==> config.mk <==
export PLATFORM = sky130hd
export DESIGN_NAME = bus_decoder
export DESIGN_NICKNAME = d
export VERILOG_FILES = /design/src/rtl/bus_decoder.sv
export SDC_FILE = /design/constraint.sdc
export NUM_CORES = 1
export LEC_CHECK = 0
export BUFFER_PORTS_ARGS = -buffer_cell sky130_fd_sc_hd__buf_2
export CAP_MARGIN = 0
export CORE_MARGIN = 10
export CORE_UTILIZATION = 45
export DETAILED_ROUTE_END_ITERATION = 10
export GPL_TIMING_DRIVEN = 0
export HOLD_SLACK_MARGIN = 0.05
export MAX_ROUTING_LAYER = met4
export PLACE_DENSITY = 0.91
export SYNTH_ARGS = -nofsm -noshare
export SYNTH_HDL_FRONTEND = slang
export SYNTH_SLANG_ARGS = --single-unit
==> constraint.sdc <==
create_clock -name i_clk -period 3.1 [get_ports i_clk]
set_input_delay 0.31 -clock i_clk [delete_from_list [all_inputs] [get_ports i_clk]]
set_output_delay 0.31 -clock i_clk [all_outputs]
set_load 0.005 [all_outputs]
==> src/rtl/bus_decoder.sv <==
// bus_decoder: registered address decoder and interconnect between one bus
// master and NSLAVES memory-mapped slaves. Each slave owns a base/mask window,
// the lowest matching index wins, and unmatched requests go to an optional
// default slave or get an error response. The selected slave is waited on
// with a timeout. All master and slave outputs come straight from flops.
module bus_decoder #(
  parameter int                    NSLAVES       = 4,
  parameter int                    AW            = 16,
  parameter int                    DW            = 8,
  parameter logic [NSLAVES*AW-1:0] BASE          = {16'hfa10, 16'hfa00, 16'h0000, 16'h0000},
  parameter logic [NSLAVES*AW-1:0] MASK          = {16'hfff0, 16'hfff0, 16'h0000, 16'h0000},
  parameter int                    DEFAULT_SLAVE = NSLAVES,
  parameter int                    TIMEOUT       = 15,
  parameter logic [DW-1:0]         ERR_DATA      = 8'hff
) (
  input  logic                  i_clk,
  input  logic                  i_reset,
  input  logic [AW-1:0]         i_addr,
  input  logic [DW-1:0]         i_dat,
  output logic [DW-1:0]         o_dat,
  input  logic                  i_cs,
  input  logic                  i_we,
  output logic                  o_ack,
  output logic                  o_err,
  output logic [NSLAVES-1:0]    o_slave_cs,
  output logic                  o_slave_we,
  output logic [AW-1:0]         o_slave_addr,
  output logic [DW-1:0]         o_slave_dat,
  input  logic [NSLAVES*DW-1:0] i_slave_dat,
  input  logic [NSLAVES-1:0]    i_slave_ack
);

  localparam int             SW        = (NSLAVES > 1) ? $clog2(NSLAVES) : 1;
  localparam bit             DEF_VALID = (DEFAULT_SLAVE < NSLAVES);
  localparam logic [SW-1:0]  DEF_IDX   = SW'(DEFAULT_SLAVE);
  localparam logic [7:0]     TO_LAST   = 8'(TIMEOUT - 1);

  typedef enum logic [2:0] {
    IDLE     = 3'd0,
    ACTIVE   = 3'd1,
    RESP_OK  = 3'd2,
    RESP_ERR = 3'd3,
    HOLD     = 3'd4
  } state_t;

  // One-hot select vector for a slave index.
  function automatic logic [NSLAVES-1:0] onehot(input logic [SW-1:0] idx);
    logic [NSLAVES-1:0] v;
    v = {NSLAVES{1'b0}};
    for (int k = 0; k < NSLAVES; k++) begin
      v[k] = (idx == SW'(k));
    end
    return v;
  endfunction

  // Window test for slave k against an address.
  function automatic logic win_match(input logic [AW-1:0] a, input int k);
    return ((a & MASK[k*AW +: AW]) == (BASE[k*AW +: AW] & MASK[k*AW +: AW]));
  endfunction

  state_t               state_q, state_d;
  logic [7:0]           cnt_q, cnt_d;
  logic [SW-1:0]        sel_q, sel_d;
  logic                 ack_q, ack_d;
  logic                 err_q, err_d;
  logic [DW-1:0]        dat_q, dat_d;
  logic [NSLAVES-1:0]   scs_q, scs_d;
  logic                 swe_q, swe_d;
  logic [AW-1:0]        saddr_q, saddr_d;
  logic [DW-1:0]        sdat_q, sdat_d;

  logic                 dec_hit_s;
  logic [SW-1:0]        dec_idx_s;
  logic                 dec_valid_s;
  logic [SW-1:0]        dec_sel_s;
  logic                 sel_ack_s;
  logic [DW-1:0]        sel_dat_s;

  // Priority address decode: scanning downwards leaves the lowest match.
  always_comb begin
    dec_hit_s = 1'b0;
    dec_idx_s = {SW{1'b0}};
    for (int k = NSLAVES - 1; k >= 0; k--) begin
      dec_hit_s = win_match(i_addr, k) ? 1'b1 : dec_hit_s;
      dec_idx_s = win_match(i_addr, k) ? SW'(k) : dec_idx_s;
    end
    dec_valid_s = dec_hit_s | DEF_VALID;
    dec_sel_s   = dec_hit_s ? dec_idx_s : DEF_IDX;
  end

  // Ack and read data of the latched slave only; other acks are ignored.
  always_comb begin
    sel_ack_s = i_slave_ack[sel_q];
    sel_dat_s = i_slave_dat[sel_q*DW +: DW];
  end

  // Next-state and next-output logic for the transaction sequencer.
  always_comb begin
    state_d = state_q;
    cnt_d   = cnt_q;
    sel_d   = sel_q;
    ack_d   = 1'b0;
    err_d   = 1'b0;
    dat_d   = dat_q;
    scs_d   = scs_q;
    swe_d   = swe_q;
    saddr_d = saddr_q;
    sdat_d  = sdat_q;
    case (state_q)
      IDLE: begin
        if (i_cs && dec_valid_s) begin
          sel_d   = dec_sel_s;
          swe_d   = i_we;
          saddr_d = i_addr;
          sdat_d  = i_dat;
          cnt_d   = 8'd0;
          scs_d   = onehot(dec_sel_s);
          state_d = ACTIVE;
        end else if (i_cs) begin
          err_d   = 1'b1;
          dat_d   = ERR_DATA;
          state_d = RESP_ERR;
        end else begin
          state_d = IDLE;
        end
      end
      ACTIVE: begin
        if (sel_ack_s) begin
          ack_d   = 1'b1;
          dat_d   = sel_dat_s;
          scs_d   = {NSLAVES{1'b0}};
          state_d = RESP_OK;
        end else if (cnt_q == TO_LAST) begin
          err_d   = 1'b1;
          dat_d   = ERR_DATA;
          scs_d   = {NSLAVES{1'b0}};
          state_d = RESP_ERR;
        end else begin
          cnt_d   = cnt_q + 8'd1;
        end
      end
      RESP_OK:  state_d = HOLD;
      RESP_ERR: state_d = HOLD;
      HOLD: begin
        // A request still held high after the response must not restart.
        if (!i_cs) begin
          state_d = IDLE;
        end else begin
          state_d = HOLD;
        end
      end
      default: begin
        scs_d   = {NSLAVES{1'b0}};
        state_d = IDLE;
      end
    endcase
  end

  // State and output registers with synchronous reset.
  always_ff @(posedge i_clk) begin
    if (i_reset) begin
      state_q <= IDLE;
      cnt_q   <= 8'd0;
      sel_q   <= {SW{1'b0}};
      ack_q   <= 1'b0;
      err_q   <= 1'b0;
      dat_q   <= {DW{1'b0}};
      scs_q   <= {NSLAVES{1'b0}};
      swe_q   <= 1'b0;
      saddr_q <= {AW{1'b0}};
      sdat_q  <= {DW{1'b0}};
    end else begin
      state_q <= state_d;
      cnt_q   <= cnt_d;
      sel_q   <= sel_d;
      ack_q   <= ack_d;
      err_q   <= err_d;
      dat_q   <= dat_d;
      scs_q   <= scs_d;
      swe_q   <= swe_d;
      saddr_q <= saddr_d;
      sdat_q  <= sdat_d;
    end
  end

  assign o_dat        = dat_q;
  assign o_ack        = ack_q;
  assign o_err        = err_q;
  assign o_slave_cs   = scs_q;
  assign o_slave_we   = swe_q;
  assign o_slave_addr = saddr_q;
  assign o_slave_dat  = sdat_q;

endmodule
==> out/metrics.yaml <==
status: "completed"
place_congestion: 0.840
crit_path_end: "o_dat[6]"
clock_power_share: 0.295
wl_per_cell_um: 13.2
die-area_um2: 7190
synth_most_common_cell: "nand2_1"
gr-usage-met2: 0.231
first_pass_iters: 4
postPlaceCellArea_um2: 2320
pre_cts_slack_ns: 1.20
worstSkewPairLatency_ns: 0.30
grt_pass1_vias: 1782
timing.rr.end: "o_dat[6]"
grt_max_degree: 15
hold_slack_ns: 0.240
fin_area_um2: 2400
switching_share: 0.263
drt-total-wl_um: 4770
start_util: 0.469
async_flop_share: 0
place_inst: 353
synthCells: 229
yosysWarnings: 0
worst_slack_ns: 1.20
min_period_ns: 1.90
core_region_area_um2: 4030
clock_path_buffers: 2
grt_busiest_layer: "met2"
avgSynthCellArea_um2: 8.25
nFillCells: 390
powerDensity_nw_per_um2: 497
ys.flop_type: "dfxtp_1"
worst_pin_slew_ns: 0.594
yosysTopAreaCell: "dfxtp_1"
overflow: 0
place.port_buffers: 72
hold_path.class: "in -> reg"
io_pins: 103
crit_type: "reg -> reg"
p_int_uw: 881
r2r_cells: 5
cp.arrival_ns: 2.14
via_per_inst: 4.87
post_cts_buffers: 0
start_kind: "flip-flop"
finClkSkew_ns: 0.00903
met1_usage: 0.146
ys_types: 35
antenna_left: 0
synth_edf_count: 0
cts_buffers: 5
peakVddDrop_mv: 0.241
grt_first_pass_wirelength_um: 8070
combPwrFrac: 0.152
rsz0062_at_grt: "no"
hold_buffers: 0
die_h_um: 84.8
max-cap-violations: 0
synthTopCellsByArea: "dfxtp_1 (50%), nand2_1 (12%), a21oi_1 (10%), o21a_1 (4.0%), inv_1 (2.6%)"
final_util: 0.597
instances_no_fill: 361
die_width_um: 84.8
slew_viol_final: 0
worstPathRequired_ns: 3.34
synth-seq-cells: 47
report.final.setup_viol: 0
cts_resized: 0
drive_gt1_frac: 0.293
ys_seq_area_frac: 0.498
yosysTopAreaCellShare: 0.498
areaGrowthSynthToFinish_pct: 27.3
finalHoldViolCount: 0
crit_path_end_kind: "flip-flop"
antenna_cells: 0
htreeDepth: 2
synth_area_um2: 1890
antenna_found_initial: 0
p_leak_nw: 1.11
setup_tns_ns: 0
use_met3: 0.0502
vias: 1757
synth_common_cells: "nand2_1 (58), dfxtp_1 (47), a21oi_1 (38)"
power.switching_uw: 315
drcViolationCount: 0
relSlewSlack: 0.603
r2r_slack_ns: 1.20
fmaxAchievable_mhz: 525
clk_pin_slew_ns: 0.08
worstPathMaxFanout: 8
rows: 23
crit_start: "cnt_q[1]"
multi_input_area_um2: 838
dr.first_iter.drc_count: 60
final-seq-area_um2: 941
cts-root-buf: "clkbuf_8"
cts_tree: "yes"
dpl.hpwl_um: 3790
grt_usage: 0.138
clock_sinks: 47
power_mw: 1.20
p_seq_frac: 0.553
r2r-start: "cnt_q[1]"
finalCritPeriodShare: 0.614
layout.nets: 376
==> cell type report <==
type	count	share of cell area
Timing Repair Buffer	72	0.150
Sequential cell	47	0.391
Inverter	13	0.0203
Clock inverter	2	0.00520
Tap cell	50	0.0260
Multi-Input combinational cell	157	0.349
Buffer	14	0.0286
Clock buffer	6	0.0302
==> worst max-delay path: stages (launching register included) <==
cell,delay [ns]
dfxtp_1,0.46
ha_1,0.21
nor4b_4,0.32
a21oi_1,0.20
nor2_1,0.48
o21a_1,0.18
==> worst min-delay path by stage <==
stage               slack [ns]       startpoint  depth (start not counted)               end
floorplan                 0.39   i_slave_ack[0]                          1             o_err
global placement          0.44  o_slave_addr[7]                          2   o_slave_addr[7]
detailed placement        0.44  o_slave_addr[3]                          2   o_slave_addr[3]
CTS                       0.23       i_addr[10]                          3  o_slave_addr[10]
global route              0.24       i_addr[15]                          3  o_slave_addr[15]
finish                    0.24        i_addr[9]                          3   o_slave_addr[9]
==> cell families after synthesis <==
family	synth area share
simple gates	0.215
compound gates	0.200
flops	0.498
buf+inv	0.0623
fa+ha+maj	0.0132
other cells	0.00198
xor+xnor	0.00464
mux	0.00530
==> power by group through the flow <==
stage,Combinational [mW],Sequential (mW),Clock [mW]
2_1_floorplan,0.0995,0.678,0
3_3_place_gp,0.179,0.673,0
3_5_place_dp,0.184,0.676,0
4_1_cts,0.184,0.662,0.363
5_1_grt,0.209,0.667,0.388
6_report,0.181,0.662,0.353
==> per-layer routing <==
layer / vias up / share of wire
met1: 783 / 0.42
met5: - / 0
li1: 921 / -
met4: 0 / 0.0099
met3: 2 / 0.071
met2: 51 / 0.49
==> state kept, by name (all words and copies together) (netlist names) <==
name          flops
o_slave_cs        1
o_dat             8
o_slave_we        1
cnt_q             8
o_ack             1
o_err             1
o_slave_addr     16
state_q           3
o_slave_dat       8
==> placed cells by master, fill, tap and decap left out, types with 2 or more instances in the layout <==
master / instances
a2bb2oi_1: 2
o21a_1: 10
clkbuf_1: 8
buf_4: 3
dfxtp_1: 47
a21oi_1: 38
clkbuf_8: 5
inv_1: 13
nor2_1: 9
a41oi_1: 2
conb_1: 3
a31oi_1: 2
buf_2: 76
ha_1: 2
o21ai_0: 3
nor3_1: 4
nand3_1: 6
nand2_1: 58
Note: power is estimated with default switching activity, not from simulation.
